===== config.mk =====
export PLATFORM = sky130hd
export DESIGN_NAME = rs232_avalon_slave
export DESIGN_NICKNAME = d
export VERILOG_FILES = /design/src/rtl/rs232_avalon_slave_pkg.sv /design/src/rtl/rs232_avalon_slave_byte_fifo.sv /design/src/rtl/rs232_avalon_slave.sv
export SDC_FILE = /design/constraint.sdc
export NUM_CORES = 1
export LEC_CHECK = 0
export ABC_AREA = 1
export BUFFER_PORTS_ARGS = -buffer_cell sky130_fd_sc_hd__buf_2
export CAP_MARGIN = 10
export CORE_AREA = 2 2 112 223
export CTS_CLUSTER_SIZE = 30
export DETAILED_ROUTE_END_ITERATION = 6
export DIE_AREA = 0 0 114 225
export PLACE_DENSITY = 0.75
export SLEW_MARGIN = 20
export SYNTH_ARGS = -nofsm -noshare
export SYNTH_HDL_FRONTEND = slang
export SYNTH_SLANG_ARGS = --single-unit

===== constraint.sdc =====
create_clock -name i_clk -period 2.05 [get_ports i_clk]
set_input_delay 0.1025 -clock i_clk [delete_from_list [all_inputs] [get_ports i_clk]]
set_output_delay 0.1025 -clock i_clk [all_outputs]
set_load 0.01 [all_outputs]

===== src/rtl/rs232_avalon_slave_pkg.sv =====
// ============================================================================
// Module   : rs232_pkg
// Brief    : Shared register map, status bit positions and bus FSM encoding
//            for rs232_avalon_slave (optional RS232_SLAVE_STALL_EN build).
// Revision : 1.0 - initial release
// ============================================================================
`default_nettype none

package rs232_pkg;

  localparam logic [4:0] RX_BASE     = 5'd0;
  localparam logic [4:0] TX_BASE     = 5'd4;
  localparam logic [4:0] STATUS_BASE = 5'd8;

  localparam int RRDY_BIT = 7;
  localparam int TRDY_BIT = 6;
  localparam int TOE_BIT  = 8;

  typedef enum logic [0:0] {
    S_IDLE = 1'b0,
    S_ACK  = 1'b1
  } bus_state_e;

  function automatic logic [31:0] status_word(input logic toe,
                                              input logic rrdy,
                                              input logic trdy);
    logic [31:0] w;
    w           = '0;
    w[TOE_BIT]  = toe;
    w[RRDY_BIT] = rrdy;
    w[TRDY_BIT] = trdy;
    return w;
  endfunction

endpackage

`default_nettype wire


===== src/rtl/rs232_avalon_slave_byte_fifo.sv =====
// ============================================================================
// Module   : byte_fifo
// Brief    : Synchronous byte FIFO, power-of-two depth, push/pop guarded
//            internally against full/empty; head reads 0 while empty.
// Revision : 1.0 - initial release
// ============================================================================
`default_nettype none

module byte_fifo
  import rs232_pkg::*;
#(
  parameter int unsigned DEPTH = 16
) (
  input  logic       i_clk,
  input  logic       i_rst_n,
  input  logic       push_i,
  input  logic [7:0] data_i,
  input  logic       pop_i,
  output logic       full_o,
  output logic       empty_o,
  output logic [7:0] head_o
);

  localparam int AW = $clog2(DEPTH);

  logic [7:0]    mem_q [DEPTH];
  logic [AW-1:0] wr_ptr_q;
  logic [AW-1:0] rd_ptr_q;
  logic [AW:0]   count_q;
  logic          do_push;
  logic          do_pop;

  assign full_o  = (count_q == (AW+1)'(DEPTH));
  assign empty_o = (count_q == '0);
  assign do_push = push_i && !full_o;
  assign do_pop  = pop_i && !empty_o;
  assign head_o  = empty_o ? 8'h00 : mem_q[rd_ptr_q];

  // Storage carries no reset; occupancy alone decides what is valid.
  always_ff @(posedge i_clk) begin
    if (do_push) begin
      mem_q[wr_ptr_q] <= data_i;
    end
  end

  always_ff @(posedge i_clk or negedge i_rst_n) begin
    if (!i_rst_n) begin
      wr_ptr_q <= '0;
      rd_ptr_q <= '0;
      count_q  <= '0;
    end else begin
      if (do_push) begin
        wr_ptr_q <= wr_ptr_q + AW'(1);
      end
      if (do_pop) begin
        rd_ptr_q <= rd_ptr_q + AW'(1);
      end
      case ({do_push, do_pop})
        2'b10:   count_q <= count_q + (AW+1)'(1);
        2'b01:   count_q <= count_q - (AW+1)'(1);
        default: count_q <= count_q;
      endcase
    end
  end

endmodule

`default_nettype wire


===== src/rtl/rs232_avalon_slave.sv =====
// ============================================================================
// Module   : rs232_avalon_slave
// Brief    : Avalon-MM slave exposing an RS232-style RXDATA/TXDATA/STATUS map
//            over two byte FIFOs. Define RS232_SLAVE_STALL_EN to stall instead
//            of dropping on RX-empty reads and TX-full writes.
// Revision : 1.0 - initial release
// ============================================================================
`default_nettype none

module rs232_avalon_slave
  import rs232_pkg::*;
#(
  parameter int unsigned DEPTH = 16
) (
  input  logic        i_clk,
  input  logic        i_rst_n,
  input  logic [4:0]  avs_address,
  input  logic        avs_read,
  input  logic        avs_write,
  input  logic [31:0] avs_writedata,
  output logic [31:0] avs_readdata,
  output logic        avs_waitrequest,
  input  logic [7:0]  i_rx_data,
  input  logic        i_rx_valid,
  output logic        o_rx_ready,
  output logic [7:0]  o_tx_data,
  output logic        o_tx_valid,
  input  logic        i_tx_ready
);

  bus_state_e  state_q;
  logic [31:0] readdata_q;
  logic        waitreq_q;
  logic        toe_q;
  logic        toe_d;

  logic        rx_full;
  logic        rx_empty;
  logic [7:0]  rx_head;
  logic        rx_pop;
  logic        tx_full;
  logic        tx_empty;
  logic [7:0]  tx_head;
  logic        tx_push;

  logic        is_rx;
  logic        is_tx;
  logic        is_st;
  logic        req_rd;
  logic        req_wr;
  logic        stall;
  logic        accept;
  logic [31:0] rd_data;
  logic        unused_wdata;

  assign unused_wdata = ^avs_writedata[31:8];

  assign is_rx  = (avs_address == RX_BASE);
  assign is_tx  = (avs_address == TX_BASE);
  assign is_st  = (avs_address == STATUS_BASE);
  assign req_rd = avs_read;
  assign req_wr = avs_write && !avs_read;

`ifdef RS232_SLAVE_STALL_EN
  assign stall = (req_rd && is_rx && rx_empty) || (req_wr && is_tx && tx_full);
`else
  assign stall = 1'b0;
`endif

  assign accept  = (state_q == S_IDLE) && (req_rd || req_wr) && !stall;
  assign rx_pop  = accept && req_rd && is_rx && !rx_empty;
  assign tx_push = accept && req_wr && is_tx && !tx_full;

  always_comb begin
    toe_d = toe_q;
`ifndef RS232_SLAVE_STALL_EN
    if (accept && req_wr && is_st) begin
      toe_d = 1'b0;
    end else if (accept && req_wr && is_tx && tx_full) begin
      toe_d = 1'b1;
    end
`endif
  end

  // Snapshot of the register map taken before this edge's stream traffic.
  always_comb begin
    rd_data = '0;
    if (req_rd) begin
      if (is_rx && !rx_empty) begin
        rd_data = {24'h0, rx_head};
      end else if (is_st) begin
        rd_data = status_word(toe_q, !rx_empty, !tx_full);
      end
    end
  end

  always_ff @(posedge i_clk or negedge i_rst_n) begin
    if (!i_rst_n) begin
      state_q    <= S_IDLE;
      waitreq_q  <= 1'b1;
      readdata_q <= '0;
      toe_q      <= 1'b0;
    end else begin
      toe_q <= toe_d;
      case (state_q)
        S_IDLE: begin
          if (accept) begin
            state_q    <= S_ACK;
            waitreq_q  <= 1'b0;
            readdata_q <= rd_data;
          end
        end
        S_ACK: begin
          state_q   <= S_IDLE;
          waitreq_q <= 1'b1;
        end
        default: begin
          state_q   <= S_IDLE;
          waitreq_q <= 1'b1;
        end
      endcase
    end
  end

  assign avs_readdata    = readdata_q;
  assign avs_waitrequest = waitreq_q;

  byte_fifo #(.DEPTH(DEPTH)) u_rx_fifo (
    .i_clk   (i_clk),
    .i_rst_n (i_rst_n),
    .push_i  (i_rx_valid && !rx_full),
    .data_i  (i_rx_data),
    .pop_i   (rx_pop),
    .full_o  (rx_full),
    .empty_o (rx_empty),
    .head_o  (rx_head)
  );

  byte_fifo #(.DEPTH(DEPTH)) u_tx_fifo (
    .i_clk   (i_clk),
    .i_rst_n (i_rst_n),
    .push_i  (tx_push),
    .data_i  (avs_writedata[7:0]),
    .pop_i   (i_tx_ready && !tx_empty),
    .full_o  (tx_full),
    .empty_o (tx_empty),
    .head_o  (tx_head)
  );

  assign o_rx_ready = !rx_full;
  assign o_tx_valid = !tx_empty;
  assign o_tx_data  = tx_head;

endmodule

`default_nettype wire

# Word level (Yosys, flattened, before mapping)
# Memory sizes are Yosys's and may differ from the RTL's.
# Cells that the tools add are included.
[word_totals]
memories = 2
in_bits = 51
output_inout_bits = 43
regBits = 61
ram_bits = 256
[memory_table]
columns = ["name", "words", "word_bits", "rd", "rd_clocked_by_memory_dff", "write_ports", "line_no", "rtl"]
rows = [
  ["u_rx_fifo.mem_q", 16, 8, 1, 0, 1, "rs232_avalon_slave_byte_fifo.sv:26", "logic [7:0] mem_q [DEPTH];"],
  ["u_tx_fifo.mem_q", 16, 8, 1, 0, 1, "rs232_avalon_slave_byte_fifo.sv:26", ""],
]
[op_classes]
bitwise = 1
add_sub_neg = 8
n_mux = 17
eq_ne = 9
reduce_logical = 30
[ops]
columns = ["operator", "count"]
rows = [
  ["9-bit 2-to-1 mux", 3],
  ["5-bit one-hot mux with 2 select lines", 2],
  ["1-bit logical AND", 17],
  ["4-bit by 1-bit adder with 4-bit output, second input constant", 4],
  ["8-bit 2-to-1 mux", 2],
  ["5-bit logical NOT", 3],
  ["5-bit by 1-bit adder with 5-bit output, second input constant", 2],
  ["5-bit equality test, second input constant", 2],
  ["5-bit by 1-bit subtractor with 5-bit output, second input constant", 2],
  ["1-bit 2-to-1 mux", 8],
  ["2-bit nonzero test", 3],
  ["5-bit by 3-bit equality test with 1-bit output, second input constant", 1],
  ["5-bit by 4-bit equality test with 1-bit output, second input constant", 1],
  ["1-bit logical NOT", 5],
  ["2-bit by 1-bit equality test with 1-bit output, second input constant", 2],
  ["2-bit equality test, second input constant", 2],
  ["1-bit one-hot mux with 2 select lines", 2],
  ["2-bit inequality test, second input constant", 1],
  ["2-bit AND reduction", 1],
  ["1-bit logical OR", 1],
  ["1-bit inverter", 1],
]

# Longest topological paths before layout
# Gate-level depths: netlist (run 1).
[depth]
depth_word = 10
mapped_depth = 15
depth_no_buf = 15

# Cells and area by module
# From an unflattened synthesis (run 1), not the netlist that was laid out.
[unflattened]
hier_cells = 1200
hier_area_um2 = 12968.7
[by_module_without_submodules]
columns = ["module", "seq_area_each_um2", "area_per_inst_um2", "instances", "cells_per_inst"]
rows = [
  ["byte_fifo", 4169.0, 6067.1, 2, 546],
  ["rs232_avalon_slave", 301.5, 834.6, 1, 108],
]

# Least setup slack after synthesis (run 1)
# No wires, ideal clock.
[synth_timing]
path_type = "reg2reg"
from = "register u_rx_fifo.count_q[1]"
to = "register u_rx_fifo.count_q[4]"
path_slack_ns = -0.191
path_buffers = 1
setup_time_ns = 0.065
path_stages_with_launch = 14
t_arrival_ns = 2.177
path_cell_list = "dfrtp_1 nor2_1 nand3_1 nor2_1 nor3_2 buf_4 ha_1 fa_1 a21oi_1 nor2_1 nor2_1 xor2_1 nand2_1 nand2_1"
[synth_between]
elab_chain_len = 6
[synth_rtl]
columns = ["item", "line_no", "rtl"]
rows = [
  ["start, declared", "rs232_avalon_slave_byte_fifo.sv:29", "logic [AW:0] count_q;"],
  ["start signal, assigned", "rs232_avalon_slave_byte_fifo.sv:59", "2'b10: count_q <= count_q + (AW+1)'(1);"],
  ["start signal, assigned", "rs232_avalon_slave_byte_fifo.sv:60", "2'b01: count_q <= count_q - (AW+1)'(1);"],
  ["start signal, assigned", "rs232_avalon_slave_byte_fifo.sv:61", "default: count_q <= count_q;"],
  ["5-bit logical NOT *", "rs232_avalon_slave_byte_fifo.sv:34", "assign empty_o = (count_q == '0);"],
  ["1-bit logical NOT *", "rs232_avalon_slave_byte_fifo.sv:36, rs232_avalon_slave.sv:71", ""],
  ["1-bit logical AND", "rs232_avalon_slave.sv:71", "assign rx_pop = accept && req_rd && is_rx && !rx_empty;"],
  ["1-bit logical AND *", "rs232_avalon_slave_byte_fifo.sv:36", "assign do_pop = pop_i && !empty_o;"],
  ["via u_rx_fifo.do_pop", "rs232_avalon_slave_byte_fifo.sv:31", "logic do_pop;"],
  ["2-bit by 1-bit equality test with 1-bit output or 2-bit equality test (tied branches)", "rs232_avalon_slave_byte_fifo.sv:58", "case ({do_push, do_pop})"],
  ["5-bit one-hot mux with 2 select lines or 2-bit nonzero test (tied branches)", "n/a", ""],
]
# Mark *: on every way through the listed nets, which the timed path passes. The rest lies on a longest branch.
# A chain may end at the register's enable or synchronous reset.

# Final worst setup path (run 1)
[layout_timing]
from = "register u_tx_fifo.rd_ptr_q[0]"
to = "output o_tx_data[6]"
[layout_between]
elab_chain_len = 2
[layout_rtl]
columns = ["item", "line_no", "rtl"]
rows = [
  ["start, declared", "rs232_avalon_slave_byte_fifo.sv:28", "logic [AW-1:0] rd_ptr_q;"],
  ["start signal, assigned", "rs232_avalon_slave_byte_fifo.sv:56", "rd_ptr_q <= rd_ptr_q + AW'(1);"],
  ["memory read 16 x 8 bit", "n/a", ""],
  ["8-bit 2-to-1 mux", "rs232_avalon_slave_byte_fifo.sv:37", "assign head_o = empty_o ? 8'h00 : mem_q[rd_ptr_q];"],
  ["end, declared", "rs232_avalon_slave.sv:26", "output logic [7:0] o_tx_data,"],
]
# No other way between the ends.

==> flow_metrics.tcl, run 1 <==
set metrics [dict create \
    relSlewSlack_pct 59.2 \
    dp_hpwl_um 19800 \
    path_common_cell "nand3_2" \
    yosysSeqAreaShare_pct 67.4 \
    drt_iter0_markers 569 \
    cts_buffer_depth 3 \
    die_y_um 225 \
    synth-xor-area-share_pct 1.30 \
    finalWirelength_um 30700 \
    critPathSlowestCell "dfrtp_2" \
    synthTopCellsByArea "edfxtp_1, nand2_1, dfrtp_1" \
    antenna_found_initial 0 \
    area.sequential_um2 8640 \
    core-area_um2 23800 \
    postSynthCellCount 1141 \
    synthArstFlopShare_pct 12.9 \
    critPathTopFamily "buffers and inverters" \
    synth_top_family_by_area "simple AND/OR/NAND/NOR gates" \
    critPathKind "flop to output pin" \
    worstPathRequired_ps 1950 \
    synth-simple-area-share_pct 18.9 \
    place_congestion 0.850 \
    cts_num_sinks 294 \
    drc_errors 0 \
    grt_setup_unrepaired "true" \
    finalNonFillerCells 1579 \
    synth_top_area_share_pct 60.0 \
    cp_data_arrival_time_ps 2070 \
    whs_ps 25.7 \
    die_w_um 114 \
    area_growth_pct 20.2 \
    yosys_warnings 0 \
    crit_chain "buf_4, buf_12, nand2_1, nand3_2, nand3_2, a21oi_2, o21a_1, buf_2" \
    min_path_type "input port to flop" \
    violations "negative setup slack" \
    ys_types 38 \
    numCtsBuffers 25 \
    grt_max_degree 53 \
    endpoint_kind "output pin" \
    track_usage_pct 23.4 \
    vias 8606 \
    cp_max_fo 16 \
    max-vdd-ir-drop_uv 862 \
    clock_skew_ps 14.5 \
    yosys.area_share.adder_pct 1.82 \
    critPathLaunchType "flop" \
    synth-compound-area-share_pct 4.15 \
    clock_latency_ps 540 \
    maxCapViolations 0 \
    grt_pass1_vias 8438 \
    start_util_pct 53.8 \
    synth_edf_count 256 \
    grt_first_pass_wirelength_um 45100 \
    hold_violations 0 \
    drt_pass1_iterations 5 \
    leakage_nw 6.11 \
    worst_slack_ps -121 \
    setup_violations 8 \
    std_cell_rows 80 \
    synthMuxAreaShare_pct 0 \
    placedCellCount 1496 \
    layout_min_cycle_time_ps 2170 \
    pwr_density_cell_nw_per_um2 1280 \
    synth_flop_cell "edfxtp_1" \
    yosysMostFrequentCell "nand2_1" \
    nFillCells 1739 \
    synth_common_cells "nand2_1, edfxtp_1, nand3_1" \
    worstMarginPinSlew_ps 612 \
    drive_gt1_share_pct 23.1 \
    dieArea_um2 25700 \
    slowest_delay_ps 450 \
    fin_nets 1342 \
    synth.avg_cell_area_um2 11.2 \
    max_freq_ghz 0.461 \
    critical_path_buf_inv_count 3 \
    io_pins 94 \
    fin_util_pct 64.6 \
    min_period_over_period_pct 106 \
    ys_ff_latch 294 \
    overflow 0 \
    final_max_slew_viol_count 0 \
    via_per_inst 5.45 \
    cts_tree "done" \
    ant_nets 0 \
    antenna_cells 0 \
    multi_input_area_um2 3910 \
    htreeDepth 1 \
    status "complete, but fails checks" \
    cts_root_buffer "clkbuf_16" \
    yosys.area.top_type "edfxtp_1" \
    syn-cell-area_um2 12800 \
    wire_per_inst_um 19.4 \
    portBuffers 46 \
    clk_pin_slew_worst_paths_ps 70 \
]
## path summary, 6_finish.rpt
kind / from / end / slack, ps / depth (start not counted)
setup / recovery: u_tx_fifo.rd_ptr_q[0] / o_tx_data[6] / -120 / 8
setup reg to reg: u_tx_fifo.count_q[2] / u_tx_fifo.count_q[4] / 30 / 15
min in group asynchronous: i_rst_n / avs_readdata[2] / 110 / 2
hold / removal: avs_write / state_q / 30 / 3
hold reg to reg: avs_readdata[2] / avs_readdata[2] / 490 / 2
max in group asynchronous: i_rst_n / u_rx_fifo.rd_ptr_q[0] / 1330 / 3
## per-layer routing
layer	track usage [%]	up-vias	wire (um)
li1	-	4110	-
met1	22.0	4092	9720
met2	46.2	303	17700
met3	2.56	101	1290
met4	14.8	0	2010
met5	0	-	0
## worst min-delay path, stage by stage
cell     delay (ps)
buf_2           110
o21ai_1         190
inv_1           120
## final cells by class
cell class | count | area share, %
sequential | 294 | 56.1
multi-input combinational | 718 | 25.4
timing repair buffer | 156 | 8.52
clock buffer | 28 | 4.14
tap | 287 | 2.33
inverter | 78 | 1.97
clock inverter | 18 | 1.54
## layout by cell type (no fill, tap or decap), types with 6 or more instances in the layout
cell type        n
o21a_1           9
buf_2           46
nand3_1        115
dfrtp_1         34
edfxtp_1       256
o21ai_1          6
a21oi_2         18
buf_12           9
o211ai_1        18
nand2_1        255
inv_1           67
xor2_1          14
inv_2            6
buf_4           71
nand3_2         51
nor2_1          98
nand2_2         25
o21ai_0         37
clkbuf_16       27
conb_1          23
ha_1            14
dlygate4sd3_1   24
## power by group
| group | internal (W) | switching (W) | total [W] |
|---|---|---|---|
| registers | 0.00701 | 0.000336 | 0.00735 |
| clock network | 0.00290 | 0.00211 | 0.00502 |
| logic | 0.00278 | 0.00463 | 0.00741 |
| total | 0.0127 | 0.00708 | 0.0198 |
## flip-flops by register name, summed over array words and instances (netlist names)
register and flops:
u_tx_fifo.mem_q 128, state_q 1, avs_waitrequest 1, u_rx_fifo.rd_ptr_q 4
toe_q 1, u_rx_fifo.wr_ptr_q 4, u_tx_fifo.count_q 5, u_rx_fifo.count_q 5
u_rx_fifo.mem_q 128, u_tx_fifo.rd_ptr_q 4, u_tx_fifo.wr_ptr_q 4, avs_readdata 9
## through the flow
step | power (W) | setup WS [ps] | cell area, um2 | setup TNS [ps]
floorplan | 0.0116 | -27.5 | 12900 | -27.5
finish | 0.0198 | -121 | 15400 | -757
detailed placement | 0.0135 | -12.8 | 13600 | -12.8
global route | 0.0208 | -172 | 15400 | -1710
global placement | 0.0133 | 25.9 | 13600 | 0
CTS | 0.0193 | -106 | 15100 | -805
## cells by family after synthesis
| kind of cell | Yosys count |
|---|---|
| flops | 294 |
| fa+ha+maj | 18 |
| buf+inv | 151 |
| simple gates | 566 |
| other cells | 1 |
| xor+xnor | 19 |
| compound gates | 92 |
## timing repair
item,4_1_cts,5_1_grt
hold buffers,24,0
endpoints found under the hold margin,272,0
endpoints found under the setup margin,11,113
buffers inserted,7,2
gates resized for setup,49,72
cloned,4,2
pin swaps,26,34
Note: power is estimated with default switching activity, not from simulation.
==> run 2, diff against run 1 <==
--- a/config.mk
+++ b/config.mk
@@ -12,7 +12,7 @@
 export CTS_CLUSTER_SIZE = 30
 export DETAILED_ROUTE_END_ITERATION = 6
 export DIE_AREA = 0 0 114 225
-export PLACE_DENSITY = 0.75
+export PLACE_DENSITY = 0.72
 export SLEW_MARGIN = 20
 export SYNTH_ARGS = -nofsm -noshare
 export SYNTH_HDL_FRONTEND = slang
==> run 2 against run 1 <==
The run still ends with negative setup slack left. First-iteration DRC count decreased by 15%. Sequential power decreased by 0.5%. Clock power shrank 4.4%. Cell area fell by 2.4%. Utilization down 1.5 points. Non-clock buffer count is 16 lower. Register-to-register slack worse by 40 ps. Critical path type unchanged.
==> flow_metrics.tcl, run 2 (same netlist as run 1, synthesis figures left out) <==
set metrics [dict create \
    drt_iter0_markers 486 \
    min_path_type "input port to flop" \
    track_usage_pct 24.0 \
    std_cell_rows 80 \
    io_pins 94 \
    pwr-share-clk_pct 25.2 \
    portBuffers 46 \
    cts_buffer_depth 3 \
    hold_violations 0 \
    antenna_found_initial 0 \
    htreeDepth 1 \
    grt_setup_unrepaired "true" \
    grt_first_pass_wirelength_um 45600 \
    multi_input_area_um2 3770 \
    fin_tns_setup_ps -494 \
    total_power_w 0.0190 \
    slowest_delay_ps 480 \
    max-vdd-ir-drop_uv 892 \
    leakage_nw 5.93 \
    critical_path_buf_inv_count 3 \
    vias 8538 \
    seq_power_share_pct 38.4 \
    relSlewSlack_pct 58.8 \
    numCtsBuffers 25 \
    nFillCells 1789 \
    whs_ps 16.9 \
    cts_num_sinks 294 \
    power_frac_comb_pct 36.3 \
    cts_root_buffer "clkbuf_16" \
    ant_nets 0 \
    critPathSlowestCell "dfrtp_2" \
    place_congestion 0.911 \
    dieArea_um2 25700 \
    overflow 0 \
    area.sequential_um2 8640 \
    grt_pass1_vias 8750 \
    cp_data_arrival_time_ps 2020 \
    endpoint_kind "output pin" \
    pwr_density_cell_nw_per_um2 1270 \
    clock_latency_ps 530 \
    critPathTopFamily "flip-flops" \
    finalWirelength_um 30600 \
    dp_hpwl_um 20300 \
    wire_per_inst_um 19.6 \
    critPathKind "flop to output pin" \
    grt_max_degree 47 \
    die_y_um 225 \
    max_freq_ghz 0.470 \
    fin_util_pct 63.1 \
    status "complete, but fails checks" \
    clk_pin_slew_worst_paths_ps 70 \
    start_util_pct 53.8 \
    antenna_cells 0 \
    drt_pass1_iterations 5 \
    worst_slack_ps -77.0 \
    p_sw_w 0.00674 \
    violations "negative setup slack" \
    layout_min_cycle_time_ps 2130 \
    area_growth_pct 17.3 \
    drive_gt1_share_pct 20.1 \
    most-common-layout-cells "nand2_1, edfxtp_1, nand3_1" \
    min_period_over_period_pct 104 \
    maxCapViolations 0 \
    clock_skew_ps 22.2 \
    cts_tree "done" \
    core-area_um2 23800 \
    cp_max_fo 16 \
    worstPathRequired_ps 1950 \
    critPathLaunchType "flop" \
    via_per_inst 5.47 \
    drc_errors 0 \
    final_max_slew_viol_count 0 \
    die_w_um 114 \
    setup_violations 9 \
    sw_frac_of_total_pct 35.4 \
    crit_chain "inv_8, buf_12, nand2_1, nand3_1, nand3_2, a21oi_1, o21a_1, buf_2" \
    power_report.internal_total_w 0.0123 \
    fin_nets 1326 \
    worstMarginPinSlew_ps 618 \
    final_common_cell "nand2_1" \
]
==> run 2: cell count changes in the layout (fill, tap and decap cells not counted), sizes merged <==
cell	previous run	this run
clkbuf	30	31
buf	130	116
dlygate4sd3	24	23
bufinv	5	4
clkinvlp	3	2
clkinv	12	11
==> run 2: final cells by class <==
class / instances / share of cell area, %
clock inverters: 15 / 1.18
repair buffers: 140 / 7.44
flip-flops and latches: 294 / 57.5
clock buffers: 30 / 4.35
multi-input cells: 718 / 25.1
inverters: 78 / 2.03
well taps: 287 / 2.39
==> run 2: power by group through the flow <==
stage	Sequential, W	Clock [W]	Combinational [W]
2_1_floorplan	0.00736	0	0.00426
3_3_place_gp	0.00738	0	0.00587
3_5_place_dp	0.00740	0	0.00600
4_1_cts	0.00729	0.00488	0.00672
5_1_grt	0.00735	0.00514	0.00752
6_report	0.00731	0.00480	0.00691
==> run 2: routing by layer <==
| metal | vias up | GRT usage [%] | routed length (um) |
|---|---|---|---|
| li1 | 4088 | - | - |
| met1 | 4079 | 22.1 | 9650 |
| met2 | 272 | 47.0 | 17700 |
| met3 | 99 | 2.47 | 1150 |
| met4 | 0 | 16.9 | 2150 |
| met5 | - | 0 | 0 |
==> run 2: stage by stage <==
stage | setup slack [ps] | area (um2) | cells
after floorplan | -27.5 | 12900 | 1163
after global placement | -31.3 | 13500 | 1480
after detailed placement | -43.7 | 13500 | 1480
after CTS | -104 | 14900 | 1561
after global routing | -203 | 15000 | 1562
final | -77.0 | 15000 | 1562
==> run 2: path summary, 6_finish.rpt <==
check,cells past startpoint,slack [ps],from,end
hold reg to reg,2,480,avs_readdata[3],avs_readdata[3]
setup reg to reg,12,-10,u_rx_fifo.count_q[1],u_rx_fifo.count_q[4]
min in group asynchronous,2,80,i_rst_n,avs_readdata[3]
setup / recovery,8,-80,u_tx_fifo.rd_ptr_q[0],o_tx_data[6]
max in group asynchronous,3,1400,i_rst_n,u_tx_fifo.rd_ptr_q[3]
hold / removal,1,20,i_rx_data[6],u_rx_fifo.mem_q[14][6]
==> run 2: repair_timing <==
action | in CTS | in global routing
pin swaps | 14 | 16
endpoints found under the hold margin | 240 | 0
setup buffers | 10 | 2
setup endpoints to repair | 10 | 241
resized for setup | 41 | 49
gates cloned | 3 | 1
hold buffers | 23 | 0
==> run 2: worst register-to-register path: cells and delay by family (launching register included) <==
kind / cells / cell delay (ps)
XOR/XNOR: 1 / 160
adder cells (fa/ha/maj): 2 / 550
flip-flops: 1 / 390
AO/OA/AOI/OAI: 1 / 140
AND/OR/NAND/NOR: 8 / 780
==> run 3, diff against run 2 <==
--- a/config.mk
+++ b/config.mk
@@ -12,7 +12,7 @@
 export CTS_CLUSTER_SIZE = 30
 export DETAILED_ROUTE_END_ITERATION = 6
 export DIE_AREA = 0 0 114 225
-export PLACE_DENSITY = 0.72
+export PLACE_DENSITY = 0.74
 export SLEW_MARGIN = 20
 export SYNTH_ARGS = -nofsm -noshare
 export SYNTH_HDL_FRONTEND = slang
==> run 3 against run 2 <==
The flow finishes with violations (design-rule violations, negative setup slack). Non-clock buffer count grew 6. Count of clock-buffer cells in the layout grew 3. Largest power group is now combinational cells. Critical path depth grew 2. Critical path type unchanged. Cell area grew 2.6%. Fmax shrank 7.9%. Utilization grew 1.6 points.
==> flow_metrics.tcl, run 3 (same netlist as run 1, synthesis figures left out) <==
set metrics [dict create \
    whs_ps 12.3 \
    relSlewSlack_pct 33.6 \
    drt_iter0_markers 739 \
    worst_slack_ps -260 \
    seq_power_share_pct 36.0 \
    numCtsBuffers 25 \
    portBuffers 46 \
    clock_latency_ps 540 \
    area_growth_pct 20.3 \
    via_per_inst 5.65 \
    clk_pin_slew_worst_paths_ps 70 \
    placed_cell_area_um2 13500 \
    sw_frac_of_total_pct 36.3 \
    cp_max_fo 6 \
    drc_errors 1 \
    ant_nets 0 \
    min_path_type "input port to flop" \
    dp_hpwl_um 19900 \
    finalWirelength_um 33200 \
    fin_nets 1332 \
    maxCapViolations 0 \
    track_usage_pct 25.1 \
    htreeDepth 1 \
    wire_per_inst_um 21.2 \
    critPathKind "flop to output pin" \
    grt_first_pass_wirelength_um 48100 \
    grt_max_degree 55 \
    grt_pass1_vias 8852 \
    start_util_pct 53.8 \
    violations "design-rule violations, negative setup slack" \
    cts_tree "done" \
    total_power_w 0.0203 \
    hold_violations 0 \
    cts_buffer_depth 3 \
    std_cell_rows 80 \
    most-common-layout-cells "nand2_1, edfxtp_1, nand3_1" \
    leakage_nw 6.08 \
    place_congestion 0.874 \
    cts_root_buffer "clkbuf_16" \
    antenna_found_initial 0 \
    max-vdd-ir-drop_uv 883 \
    core-area_um2 23800 \
    cts_num_sinks 294 \
    power_report.internal_total_w 0.0129 \
    worstPathRequired_ps 1950 \
    endpoint_kind "output pin" \
    status "complete, but fails checks" \
    worstMarginPinSlew_ps 990 \
    grt_setup_unrepaired "true" \
    final_max_slew_viol_count 0 \
    die_y_um 225 \
    max_freq_ghz 0.433 \
    die_w_um 114 \
    overflow 0 \
    setup_violations 8 \
    io_pins 94 \
    cp_data_arrival_time_ps 2210 \
    dieArea_um2 25700 \
    p_sw_w 0.00736 \
    final_common_cell "nand2_1" \
    layout_min_cycle_time_ps 2310 \
    drive_gt1_share_pct 21.8 \
    antenna_cells 0 \
    vias 8864 \
    stdcell_area_um2 15400 \
    place_worst_setup_slack_ps -72.9 \
    clock_skew_ps 20.2 \
    fin_util_pct 64.7 \
    pwr_density_cell_nw_per_um2 1320 \
    critPathLaunchType "flop" \
    drt_pass1_iterations 7 \
    min_period_over_period_pct 113 \
    power_frac_comb_pct 39.3 \
    pwr-share-clk_pct 24.7 \
]
## run 3: timing repair
| item | 4_1_cts | 5_1_grt |
|---|---|---|
| resized for setup | 71 | 57 |
| pin swaps | 33 | 38 |
| gates cloned | 6 | 2 |
| endpoints found under the hold margin | 282 | 0 |
| endpoints found under the setup margin | 18 | 186 |
| buffers inserted | 14 | 3 |
| hold buffers | 25 | 0 |
## run 3: power by group through the flow
| stage | sequential (W) | clock [W] | combinational, W |
|---|---|---|---|
| floorplan | 0.00736 | 0 | 0.00426 |
| global placement | 0.00737 | 0 | 0.00587 |
| detailed placement | 0.00739 | 0 | 0.00601 |
| CTS | 0.00727 | 0.00506 | 0.00729 |
| global route | 0.00732 | 0.00532 | 0.00855 |
| finish | 0.00729 | 0.00501 | 0.00798 |
## run 3: through the flow
step | cells | TNS, ps
after detailed placement | 1474 | -190
after global placement | 1474 | -19.5
after CTS | 1564 | -1070
after global routing | 1569 | -2510
after floorplan | 1163 | -27.5
final | 1569 | -1490
## run 3: worst paths after layout
kind	from	to	slack (ps)	cells past startpoint
max	u_tx_fifo.rd_ptr_q[0]	o_tx_data[5]	-260	10
min	avs_address[2]	u_tx_fifo.wr_ptr_q[3]	10	6
max reg2reg	u_rx_fifo.count_q[1]	u_rx_fifo.count_q[4]	10	12
min reg2reg	avs_readdata[0]	avs_readdata[0]	480	2
max in group asynchronous	i_rst_n	avs_waitrequest	1350	3
min in group asynchronous	i_rst_n	u_rx_fifo.count_q[2]	110	2
## run 3: final cells by class
class	instances	area (um2)
Timing Repair Buffer	146	1340
Fill cell	1760	8410
Clock buffer	33	656
Multi-Input combinational cell	718	3920
Clock inverter	13	204
Tap cell	287	359
Inverter	78	299
Sequential cell	294	8640
## run 3: critical path, stage by stage (launching register included)
cell,delay (ps)
dfrtp_2,450
clkinv_4,100
buf_8,150
buf_16,140
buf_8,140
nand2_2,60
nand3_2,60
nand3_2,100
a21oi_2,170
o21a_1,160
buf_2,150
## run 3: routing by layer
layer	up-vias	global-route usage [%]	wire length (um)	part of all wire, %
li1	4108	-	-	-
met1	4258	23.8	10300	31
met2	365	48.9	18900	57
met3	133	2.72	1590	4.8
met4	0	17.1	2400	7.2
met5	-	0	0	0
